<file path="config.mk">
export PLATFORM = sky130hd
export DESIGN_NAME = cache_mem_adapter_flat
export DESIGN_NICKNAME = d
export VERILOG_FILES = /design/src/rtl/cache_mem_adapter_if.sv /design/src/rtl/cache_mem_adapter.sv /design/src/flat_wrapper.sv
export SDC_FILE = /design/constraint.sdc
export NUM_CORES = 1
export LEC_CHECK = 0
export BUFFER_PORTS_ARGS = -buffer_cell sky130_fd_sc_hd__clkbuf_2
export CORE_ASPECT_RATIO = 1.1
export CORE_UTILIZATION = 47
export DETAILED_ROUTE_END_ITERATION = 7
export GPL_ROUTABILITY_DRIVEN = 0
export PLACE_DENSITY_LB_ADDON = 0.1
export SYNTH_ARGS = -nofsm -noshare
export SYNTH_HDL_FRONTEND = slang
export SYNTH_SLANG_ARGS = --single-unit
export TNS_END_PERCENT = 10
</file>
<file path="constraint.sdc">
create_clock -name clk -period 1.7 [get_ports clk]
set_clock_uncertainty 0.1 [all_clocks]
set_input_delay 0.255 -clock clk [delete_from_list [all_inputs] [get_ports clk]]
set_output_delay 0.255 -clock clk [all_outputs]
set_load 0.02 [all_outputs]
</file>
<file path="src/rtl/cache_mem_adapter_if.sv">
// Cache-side request/response and one-word RAM port bundle for cache_mem_adapter.
// The slave modport is the adapter's view; master is the environment (cache + RAM).
interface cache_mem_adapter_if #(
    parameter int ADDR_WIDTH = 32,
    parameter int WORD_WIDTH = 32,
    parameter int BLOCK_SIZE = 2
) ();
    logic [ADDR_WIDTH-1:0]            req_addr;
    logic                             req_cs;
    logic                             req_rw;
    logic [BLOCK_SIZE*WORD_WIDTH-1:0] req_data;
    logic                             resp_ack;
    logic [BLOCK_SIZE*WORD_WIDTH-1:0] resp_data;
    logic                             ram_cs;
    logic                             ram_we;
    logic [ADDR_WIDTH-1:0]            ram_addr;
    logic [WORD_WIDTH-1:0]            ram_wdata;
    logic [WORD_WIDTH-1:0]            ram_rdata;

    modport slave (
        input  req_addr, req_cs, req_rw, req_data, ram_rdata,
        output resp_ack, resp_data, ram_cs, ram_we, ram_addr, ram_wdata
    );

    modport master (
        output req_addr, req_cs, req_rw, req_data, ram_rdata,
        input  resp_ack, resp_data, ram_cs, ram_we, ram_addr, ram_wdata
    );
endinterface

</file>
<file path="src/rtl/cache_mem_adapter.sv">
// Serialises a cache block request into single-word RAM beats and returns a one-cycle ack.
// Optional: CACHE_MEM_CRITICAL_WORD_FIRST_EN starts reads at the requested word offset.
module cache_mem_adapter #(
    parameter int ADDR_WIDTH  = 32,
    parameter int WORD_WIDTH  = 32,
    parameter int BLOCK_SIZE  = 2,
    parameter int RAM_LATENCY = 1
) (
    input  logic                clk,
    input  logic                rst,
    cache_mem_adapter_if.slave  bus
);
    localparam int OFF_W = $clog2(BLOCK_SIZE);
    localparam int CNT_W = $clog2(RAM_LATENCY + 1);
    localparam int BLK_W = BLOCK_SIZE * WORD_WIDTH;

    localparam logic [2:0] S_IDLE     = 3'd0;
    localparam logic [2:0] S_WR_BEAT  = 3'd1;
    localparam logic [2:0] S_RD_ISSUE = 3'd2;
    localparam logic [2:0] S_RD_WAIT  = 3'd3;
    localparam logic [2:0] S_RESP     = 3'd4;

    logic [2:0]                  r_state;
    logic [ADDR_WIDTH-OFF_W-1:0] r_addr_hi;
    logic [BLK_W-1:0]            r_data;
    logic [OFF_W-1:0]            r_off;
    logic [OFF_W-1:0]            r_beat;
    logic [CNT_W-1:0]            r_wait;
    logic                        r_resp_ack;
    logic [BLK_W-1:0]            r_resp_data;
    logic                        r_ram_cs;
    logic                        r_ram_we;
    logic [ADDR_WIDTH-1:0]       r_ram_addr;
    logic [WORD_WIDTH-1:0]       r_ram_wdata;

    logic [OFF_W-1:0]            w_start_off;
    logic [OFF_W-1:0]            w_next_off;
    logic                        w_last_beat;

    // Offset sequencing: the offset wraps inside its own field, upper address bits never move.
    always_comb begin
        w_start_off = {OFF_W{1'b0}};
`ifdef CACHE_MEM_CRITICAL_WORD_FIRST_EN
        if (!bus.req_rw) begin
            w_start_off = bus.req_addr[OFF_W-1:0];
        end else begin
            w_start_off = {OFF_W{1'b0}};
        end
`endif
        w_next_off  = r_off + OFF_W'(1);
        w_last_beat = (r_beat == OFF_W'(BLOCK_SIZE - 1));
    end

    // Transfer FSM; RAM and response outputs are registered alongside the state they belong to.
    always_ff @(posedge clk) begin
        if (rst) begin
            r_state     <= S_IDLE;
            r_addr_hi   <= '0;
            r_data      <= '0;
            r_off       <= '0;
            r_beat      <= '0;
            r_wait      <= '0;
            r_resp_ack  <= 1'b0;
            r_resp_data <= '0;
            r_ram_cs    <= 1'b0;
            r_ram_we    <= 1'b0;
            r_ram_addr  <= '0;
            r_ram_wdata <= '0;
        end else begin
            r_resp_ack <= 1'b0;
            case (r_state)
                S_IDLE: begin
                    if (bus.req_cs) begin
                        r_addr_hi   <= bus.req_addr[ADDR_WIDTH-1:OFF_W];
                        r_data      <= bus.req_data;
                        r_off       <= w_start_off;
                        r_beat      <= '0;
                        r_wait      <= '0;
                        r_ram_cs    <= 1'b1;
                        r_ram_we    <= bus.req_rw;
                        r_ram_addr  <= {bus.req_addr[ADDR_WIDTH-1:OFF_W], w_start_off};
                        r_ram_wdata <= bus.req_data[w_start_off*WORD_WIDTH +: WORD_WIDTH];
                        r_state     <= bus.req_rw ? S_WR_BEAT : S_RD_ISSUE;
                    end
                end
                S_WR_BEAT: begin
                    if (w_last_beat) begin
                        r_ram_cs   <= 1'b0;
                        r_ram_we   <= 1'b0;
                        r_resp_ack <= 1'b1;
                        r_state    <= S_RESP;
                    end else begin
                        r_beat      <= r_beat + OFF_W'(1);
                        r_off       <= w_next_off;
                        r_ram_addr  <= {r_addr_hi, w_next_off};
                        r_ram_wdata <= r_data[w_next_off*WORD_WIDTH +: WORD_WIDTH];
                    end
                end
                S_RD_ISSUE: begin
                    r_ram_cs <= 1'b0;
                    r_wait   <= CNT_W'(1);
                    r_state  <= S_RD_WAIT;
                end
                S_RD_WAIT: begin
                    // r_wait counts cycles since issue; rdata is valid on the RAM_LATENCY-th one.
                    if (r_wait == CNT_W'(RAM_LATENCY)) begin
                        r_resp_data[r_off*WORD_WIDTH +: WORD_WIDTH] <= bus.ram_rdata;
                        if (w_last_beat) begin
                            r_resp_ack <= 1'b1;
                            r_state    <= S_RESP;
                        end else begin
                            r_beat     <= r_beat + OFF_W'(1);
                            r_off      <= w_next_off;
                            r_ram_addr <= {r_addr_hi, w_next_off};
                            r_ram_cs   <= 1'b1;
                            r_state    <= S_RD_ISSUE;
                        end
                    end else begin
                        r_wait <= r_wait + CNT_W'(1);
                    end
                end
                S_RESP: begin
                    r_state <= S_IDLE;
                end
                default: begin
                    r_ram_cs <= 1'b0;
                    r_ram_we <= 1'b0;
                    r_state  <= S_IDLE;
                end
            endcase
        end
    end

    assign bus.resp_ack  = r_resp_ack;
    assign bus.resp_data = r_resp_data;
    assign bus.ram_cs    = r_ram_cs;
    assign bus.ram_we    = r_ram_we;
    assign bus.ram_addr  = r_ram_addr;
    assign bus.ram_wdata = r_ram_wdata;
endmodule

</file>
<file path="src/flat_wrapper.sv">
// flat-port wrapper written by rule: the top's interface ports become plain ports
module cache_mem_adapter_flat 
#(
    parameter int ADDR_WIDTH  = 32,
    parameter int WORD_WIDTH  = 32,
    parameter int BLOCK_SIZE  = 2,
    parameter int RAM_LATENCY = 1
)
  (clk, rst, bus_req_addr, bus_req_cs, bus_req_rw, bus_req_data, bus_ram_rdata, bus_resp_ack, bus_resp_data, bus_ram_cs, bus_ram_we, bus_ram_addr, bus_ram_wdata);
  cache_mem_adapter_if #(.ADDR_WIDTH(ADDR_WIDTH), .WORD_WIDTH(WORD_WIDTH), .BLOCK_SIZE(BLOCK_SIZE)) bus_i ();
  input  logic clk;
  input  logic rst;
  input wire logic [$bits(bus_i.req_addr)-1:0] bus_req_addr;
  input wire logic [$bits(bus_i.req_cs)-1:0] bus_req_cs;
  input wire logic [$bits(bus_i.req_rw)-1:0] bus_req_rw;
  input wire logic [$bits(bus_i.req_data)-1:0] bus_req_data;
  input wire logic [$bits(bus_i.ram_rdata)-1:0] bus_ram_rdata;
  output wire logic [$bits(bus_i.resp_ack)-1:0] bus_resp_ack;
  output wire logic [$bits(bus_i.resp_data)-1:0] bus_resp_data;
  output wire logic [$bits(bus_i.ram_cs)-1:0] bus_ram_cs;
  output wire logic [$bits(bus_i.ram_we)-1:0] bus_ram_we;
  output wire logic [$bits(bus_i.ram_addr)-1:0] bus_ram_addr;
  output wire logic [$bits(bus_i.ram_wdata)-1:0] bus_ram_wdata;
  assign bus_i.req_addr = bus_req_addr;
  assign bus_i.req_cs = bus_req_cs;
  assign bus_i.req_rw = bus_req_rw;
  assign bus_i.req_data = bus_req_data;
  assign bus_i.ram_rdata = bus_ram_rdata;
  assign bus_resp_ack = bus_i.resp_ack;
  assign bus_resp_data = bus_i.resp_data;
  assign bus_ram_cs = bus_i.ram_cs;
  assign bus_ram_we = bus_i.ram_we;
  assign bus_ram_addr = bus_i.ram_addr;
  assign bus_ram_wdata = bus_i.ram_wdata;
  cache_mem_adapter #(.ADDR_WIDTH(ADDR_WIDTH), .WORD_WIDTH(WORD_WIDTH), .BLOCK_SIZE(BLOCK_SIZE), .RAM_LATENCY(RAM_LATENCY)) u_core (.clk(clk), .rst(rst), .bus(bus_i));
endmodule
</file>
Word level (Yosys, flattened, before mapping)
Cells that the tools add are included.
{"block": "word_totals", "reg_bits": 232, "latchBits": 0, "ram_bits": 0, "mem_bits_ro": 0, "input_bits": 132, "wordCells": 76, "memories": 0}
{"block": "op_classes", "addsub": 4, "multipliers": 0, "n_div": 0, "n_lt_le_gt_ge": 0, "eq_ne": 9, "shift": 3, "mux": 33, "bitwise": 2, "reduce_logical": 13}
{"operator": "$mux W32", "count": 5}
{"operator": "$pmux W32 S3", "count": 1}
{"operator": "$bwmux W64", "count": 1}
{"operator": "$pmux W32 S2", "count": 1}
{"operator": "$shift A32 B34 Y64 const A", "count": 1}
{"operator": "$shiftx A32 B34 Y64", "count": 1}
{"operator": "$shiftx A64 B7 Y32", "count": 1}
{"operator": "$neg A6 Y34", "count": 1}
{"operator": "$mux W1", "count": 13}
{"operator": "$mux W3", "count": 4}
{"operator": "$pmux W1 S3", "count": 4}
{"operator": "$pmux W3 S4", "count": 1}
{"operator": "$reduce_and A3 Y1", "count": 4}
{"operator": "$eq A3 B2 Y1 const B", "count": 2}
{"operator": "$ne A2 B2 Y1 const B", "count": 3}
{"operator": "$reduce_and A2 Y1", "count": 3}
{"operator": "$reduce_bool A3 Y1", "count": 2}
{"operator": "$reduce_and A5 Y1", "count": 1}
{"operator": "$ne A2 B1 Y1 const B", "count": 2}
{"operator": "$pmux W1 S4", "count": 1}
{"operator": "$add A1 B1 Y1 const B", "count": 3}
{"operator": "$eq A3 B1 Y1 const B", "count": 1}
{"operator": "$eq A3 B3 Y1 const B", "count": 1}
{"operator": "$logic_not A3 Y1", "count": 1}
{"operator": "5 further kinds", "count": 6}

Longest topological paths before layout
{"block": "depth", "depth_word": 4, "ltp_mapped": 8, "ltp_nobuf": 4}

Least setup slack after synthesis
No wires, ideal clock.
{"block": "synth_path", "path_type": "flip-flop to flip-flop", "startpoint": "register u_core.r_state[0]", "endpoint": "register u_core.r_addr_hi[11]", "setup_time_ns": 0.132, "t_arrival_ns": 1.395, "required_ns": 1.468, "slack_ns": 0.073, "path_stages_with_launch": 9, "period_less_slack_ns": 1.627, "cell_sequence": "dfxtp_1 buf_4 nand2b_4 or3_1 buf_2 buf_6 buf_6 nand2_1 a21oi_1"}
{"block": "synth_via", "elab_chain_len": 2}
{"item": "from (decl)", "line_no": "cache_mem_adapter.sv:23", "source": "logic [2:0] r_state;"}
{"item": "from (signal assigned)", "line_no": "cache_mem_adapter.sv:83", "source": "r_state <= bus.req_rw ? S_WR_BEAT : S_RD_ISSUE;"}
{"item": "$logic_not A3 Y1", "line_no": "cache_mem_adapter.sv:71", "source": "case (r_state)"}
{"item": "$reduce_and A2 Y1 (no line)"}
{"item": "to (signal assigned)", "line_no": "cache_mem_adapter.sv:74", "source": "r_addr_hi <= bus.req_addr[ADDR_WIDTH-1:OFF_W];"}
{"item": "to (decl)", "line_no": "cache_mem_adapter.sv:24", "source": "logic [ADDR_WIDTH-OFF_W-1:0] r_addr_hi;"}
No other way between the ends.
A chain may end at the register's enable or synchronous reset.

Worst setup path after layout
{"block": "layout_path", "startpoint": "register u_core.r_ram_addr[0], in the netlist u_core.bus.ram_addr[0]", "endpoint": "output bus_ram_addr[0]"}
{"item": "from (decl)", "line_no": "cache_mem_adapter.sv:33", "source": "logic [ADDR_WIDTH-1:0] r_ram_addr;"}
{"item": "from (signal assigned)", "line_no": "cache_mem_adapter.sv:81", "source": "r_ram_addr <= {bus.req_addr[ADDR_WIDTH-1:OFF_W], w_start_off};"}
{"item": "from (signal assigned)", "line_no": "cache_mem_adapter.sv:95", "source": "r_ram_addr <= {r_addr_hi, w_next_off};"}
{"item": "from (signal assigned)", "line_no": "cache_mem_adapter.sv:114", "source": "r_ram_addr <= {r_addr_hi, w_next_off};"}
{"item": "to (decl)", "line_no": "flat_wrapper.sv:22", "source": "output wire logic [$bits(bus_i.ram_addr)-1:0] bus_ram_addr;"}
No word-level cell between the ends.

==> results_dict.tcl <==
set metrics [dict create \
    hold_path_startpoint "bus_req_cs" \
    timing.critical_path.arrival_ns 1.28 \
    cts.path.max_buffers 3 \
    clock_tree.root_cell "sky130_fd_sc_hd__clkbuf_16" \
    worstPathMaxFanout 13 \
    timing.setup.critical_path_class "flip-flop to output pin" \
    io_buffers 261 \
    muxShareOfSynthArea_pct 3.51 \
    post-route-min-period_ns 1.64 \
    postRouteWirelength_mm 25.4 \
    crit_path_cell_trace "buf_12 -> clkbuf_2" \
    path_clk_slew_ns 0.06 \
    timing.fmax_ghz 0.611 \
    synthCells 1143 \
    area_of_the_multi_input_gates_mm2 0.00408 \
    synth_top_family_by_area "compound AO/OA/AOI/OAI gates" \
    drc 0 \
    setup.worst_path.start_class "flip-flop" \
    fin_nets 1628 \
    grt_overflow_total 0 \
    synth_area_per_inst_um2 7.99 \
    via_count_of_the_first_global_routing_pass 8281 \
    layout.cells.most_common_list "sky130_fd_sc_hd__nand2_1, sky130_fd_sc_hd__clkbuf_2, sky130_fd_sc_hd__dfxtp_1" \
    tritoncts "yes" \
    layout_worst_path_cycle_share_pct 96.2 \
    htreeDepth 1 \
    fp.dieArea_mm2 0.0200 \
    synth_area_in_simple_gates_pct 19.4 \
    status "complete, no violations" \
    fillers 1614 \
    synth.lib_cells_used.distinct 31 \
    grt_first_pass_wirelength_mm 40.8 \
    timing.final.max_slew_violations 0 \
    vias_per_cell 5.07 \
    final_common_cell "sky130_fd_sc_hd__nand2_1" \
    worst-slew-pin-transition_ns 0.548 \
    core.rowCount 53 \
    grt_max_degree 71 \
    placeableCoreArea_mm2 0.0191 \
    yosys_warnings 0 \
    power.ir.vdd_worst_mv 0.849 \
    drt-wirelength-per-cell_um 14.5 \
    worst-r2r-setup-slack_ns 0.11 \
    pwr_density_cell_mw_per_mm2 1050 \
    floorplan.initialDensity_pct 47.8 \
    worst_path_largest_cell_delay_ns 0.39 \
    worstHoldPathType "input port to flip-flop" \
    final.setup.tns_ns 0 \
    clk-insertion-delay-late_ns 0.51 \
    drive_gt1_share_pct 23.0 \
    area.growth.synth_to_final_pct 41.7 \
    antenna_left 0 \
    cts_setup_buffers 0 \
    unrepaired_setup_endpoints_after_global_routing "no" \
    critical_path.endpoint_type "output pin" \
    num_antenna_cells 0 \
    rr_startpoint "u_core.r_state[2]$_SDFFE_PP0P_" \
    synth_sequential_area_ratio_pct 50.6 \
    hold_ws_ns 0.0471 \
    cells_on_worst_hold_path 3 \
    setup-violations-final 0 \
    final-hold-violation-count 0 \
    hold-path-endpoint "u_core.r_state[1]$_SDFFE_PP0P_" \
    floorplan.die.width_um 135 \
    post_synthesis_sequential_element_count 231 \
    synth.cell_area_mm2 0.00914 \
    number_of_buffers_added_by_the_clock_tree_synthesis_step 25 \
    relSlewSlack_pct 63.4 \
    cap_viol_max_count 0 \
    critPathSlowestCell "sky130_fd_sc_hd__dfxtp_2" \
    antenna_found_initial 0 \
    top_level_port_count 263 \
    reg2reg_to "u_core.bus.ram_wdata[10]$_SDFFE_PP0P_" \
    drt_pass1_iterations 5 \
    postSynthNetCount 1275 \
    detail_route.iter0.violations 493 \
    number_of_clock_sinks 231 \
    cp_data_required_time_ns 1.34 \
    vias 8910 \
    r2r_cells 6 \
    p_leak_nw 5.30 \
    register_area_mm2 0.00463 \
    dp_hpwl_mm 14.7 \
    fp.dieH_um 148 \
    synth_xor_area_share_pct 0.0959 \
    synth_fa_ha_area_share_pct 0 \
    synth_compound_area_share_pct 21.1 \
    gr-usage-all-layers_pct 24.7 \
]
[stage by stage]
step	setup slack (ns)	util (%)	total power (W)	cells	cell area, µm²
2_1_floorplan	0.0729	-	0.00739	1143	9140
3_3_place_gp	0.108	56.6	0.00815	1585	10800
3_5_place_dp	0.0715	56.6	0.00817	1585	10800
4_1_cts	0.0326	67.7	0.0137	1758	12900
5_1_grt	0.00218	67.8	0.0142	1758	12900
6_report	0.0642	67.8	0.0136	1758	12900
[worst max-delay path by stage]
stage / startpoint / slack (ns) / to / depth (start not counted)
global route: u_core.r_state[0]$_SDFFE_PP0P_ / 0.002 / u_core.bus.resp_data[38]$_SDFFE_PP0P_ / 6
floorplan: u_core.r_state[0]$_SDFFE_PP0P_ / 0.07 / u_core.r_addr_hi[11]$_SDFFE_PP0P_ / 8
CTS: u_core.bus.ram_addr[0]$_SDFFE_PP0P_ / 0.03 / bus_ram_addr[0] / 2
finish: u_core.bus.ram_addr[0]$_SDFFE_PP0P_ / 0.06 / bus_ram_addr[0] / 2
detailed placement: u_core.r_state[0]$_SDFFE_PP0P_ / 0.07 / u_core.bus.ram_wdata[4]$_SDFFE_PP0P_ / 5
global placement: u_core.r_state[0]$_SDFFE_PP0P_ / 0.11 / u_core.bus.ram_addr[16]$_SDFFE_PP0P_ / 5
[Yosys cell counts]
library cell,instances,area (µm²)
sky130_fd_sc_hd__o21ai_1,3,15.0
sky130_fd_sc_hd__a32o_1,1,10.0
sky130_fd_sc_hd__or2_2,1,6.26
sky130_fd_sc_hd__o31ai_1,2,15.0
sky130_fd_sc_hd__nand2_1,420,1580
sky130_fd_sc_hd__a2bb2oi_2,1,15.0
sky130_fd_sc_hd__a211o_1,31,272
sky130_fd_sc_hd__a211oi_1,2,15.0
sky130_fd_sc_hd__buf_4,8,60.1
sky130_fd_sc_hd__buf_2,28,140
sky130_fd_sc_hd__a221oi_1,1,8.76
sky130_fd_sc_hd__inv_1,2,7.51
sky130_fd_sc_hd__nand2b_4,1,13.8
sky130_fd_sc_hd__a31oi_1,1,6.26
sky130_fd_sc_hd__nor2b_1,2,12.5
sky130_fd_sc_hd__nor3b_1,3,22.5
sky130_fd_sc_hd__nor3_1,1,5.00
sky130_fd_sc_hd__nor2_1,2,7.51
sky130_fd_sc_hd__nor3_2,3,30.0
sky130_fd_sc_hd__xor2_1,1,8.76
sky130_fd_sc_hd__nor3b_4,1,18.8
sky130_fd_sc_hd__o2bb2ai_1,32,280
sky130_fd_sc_hd__nand3b_1,2,15.0
sky130_fd_sc_hd__mux2i_1,32,320
sky130_fd_sc_hd__nand2b_1,7,43.8
sky130_fd_sc_hd__or3_1,4,25.0
sky130_fd_sc_hd__buf_6,5,56.3
sky130_fd_sc_hd__dfxtp_1,231,4620
sky130_fd_sc_hd__a21oi_1,194,971
sky130_fd_sc_hd__clkbuf_1,58,218
sky130_fd_sc_hd__o21ai_0,63,315
[critical path, delay by kind of cell, from the launching register on]
kind / cells / cell delay (ns)
DFF: 1 / 0.39
buffers and inverters: 2 / 0.38
[repair_timing]
item	in CTS	in global routing
gates resized for setup	0	3
cloned	1	0
setup endpoints to repair	1	35
endpoints found under the hold margin	226	0
hold buffers	130	0
[kinds of logic after synthesis]
group / after synthesis
AOI/OAI and AO/OA: 331
DFF: 231
muxes: 32
buffers and inverters: 101
xor gates and xnor gates: 1
and+or+nand+nor: 447
[state kept, by name, indices dropped and copies added, names as in the netlist]
register              cells
u_core.r_data            64
u_core.r_addr_hi         31
u_core.bus.ram_wdata     32
u_core.bus.resp_ack       1
u_core.bus.resp_data     64
u_core.bus.ram_addr      32
u_core.r_state            3
u_core.r_wait             1
u_core.bus.ram_we         1
u_core.bus.ram_cs         1
u_core.r_beat             1
[layout make-up]
type	instances	share of cell area [%]
clock buffer	31	5.16
multi-input combinational	811	31.5
inverter	2	0.0580
tap	247	2.39
clock inverter	11	0.909
sequential	231	35.8
timing repair buffer	425	24.2
[layer usage]
metal  vias up  routed length [µm]  track usage (%)
li1       4534                   -                -
met1      4068               11200             32.2
met2       259               11900             40.7
met3        49                1680             4.94
met4         0                 622             7.92
met5         -                   0                0
[power breakdown]
| part | internal, W | switching, W |
|---|---|---|
| sequential | 0.00578 | 0.000195 |
| combinational | 0.00103 | 0.00134 |
| clock | 0.00309 | 0.00216 |
Power figures use the tool's default switching activity.
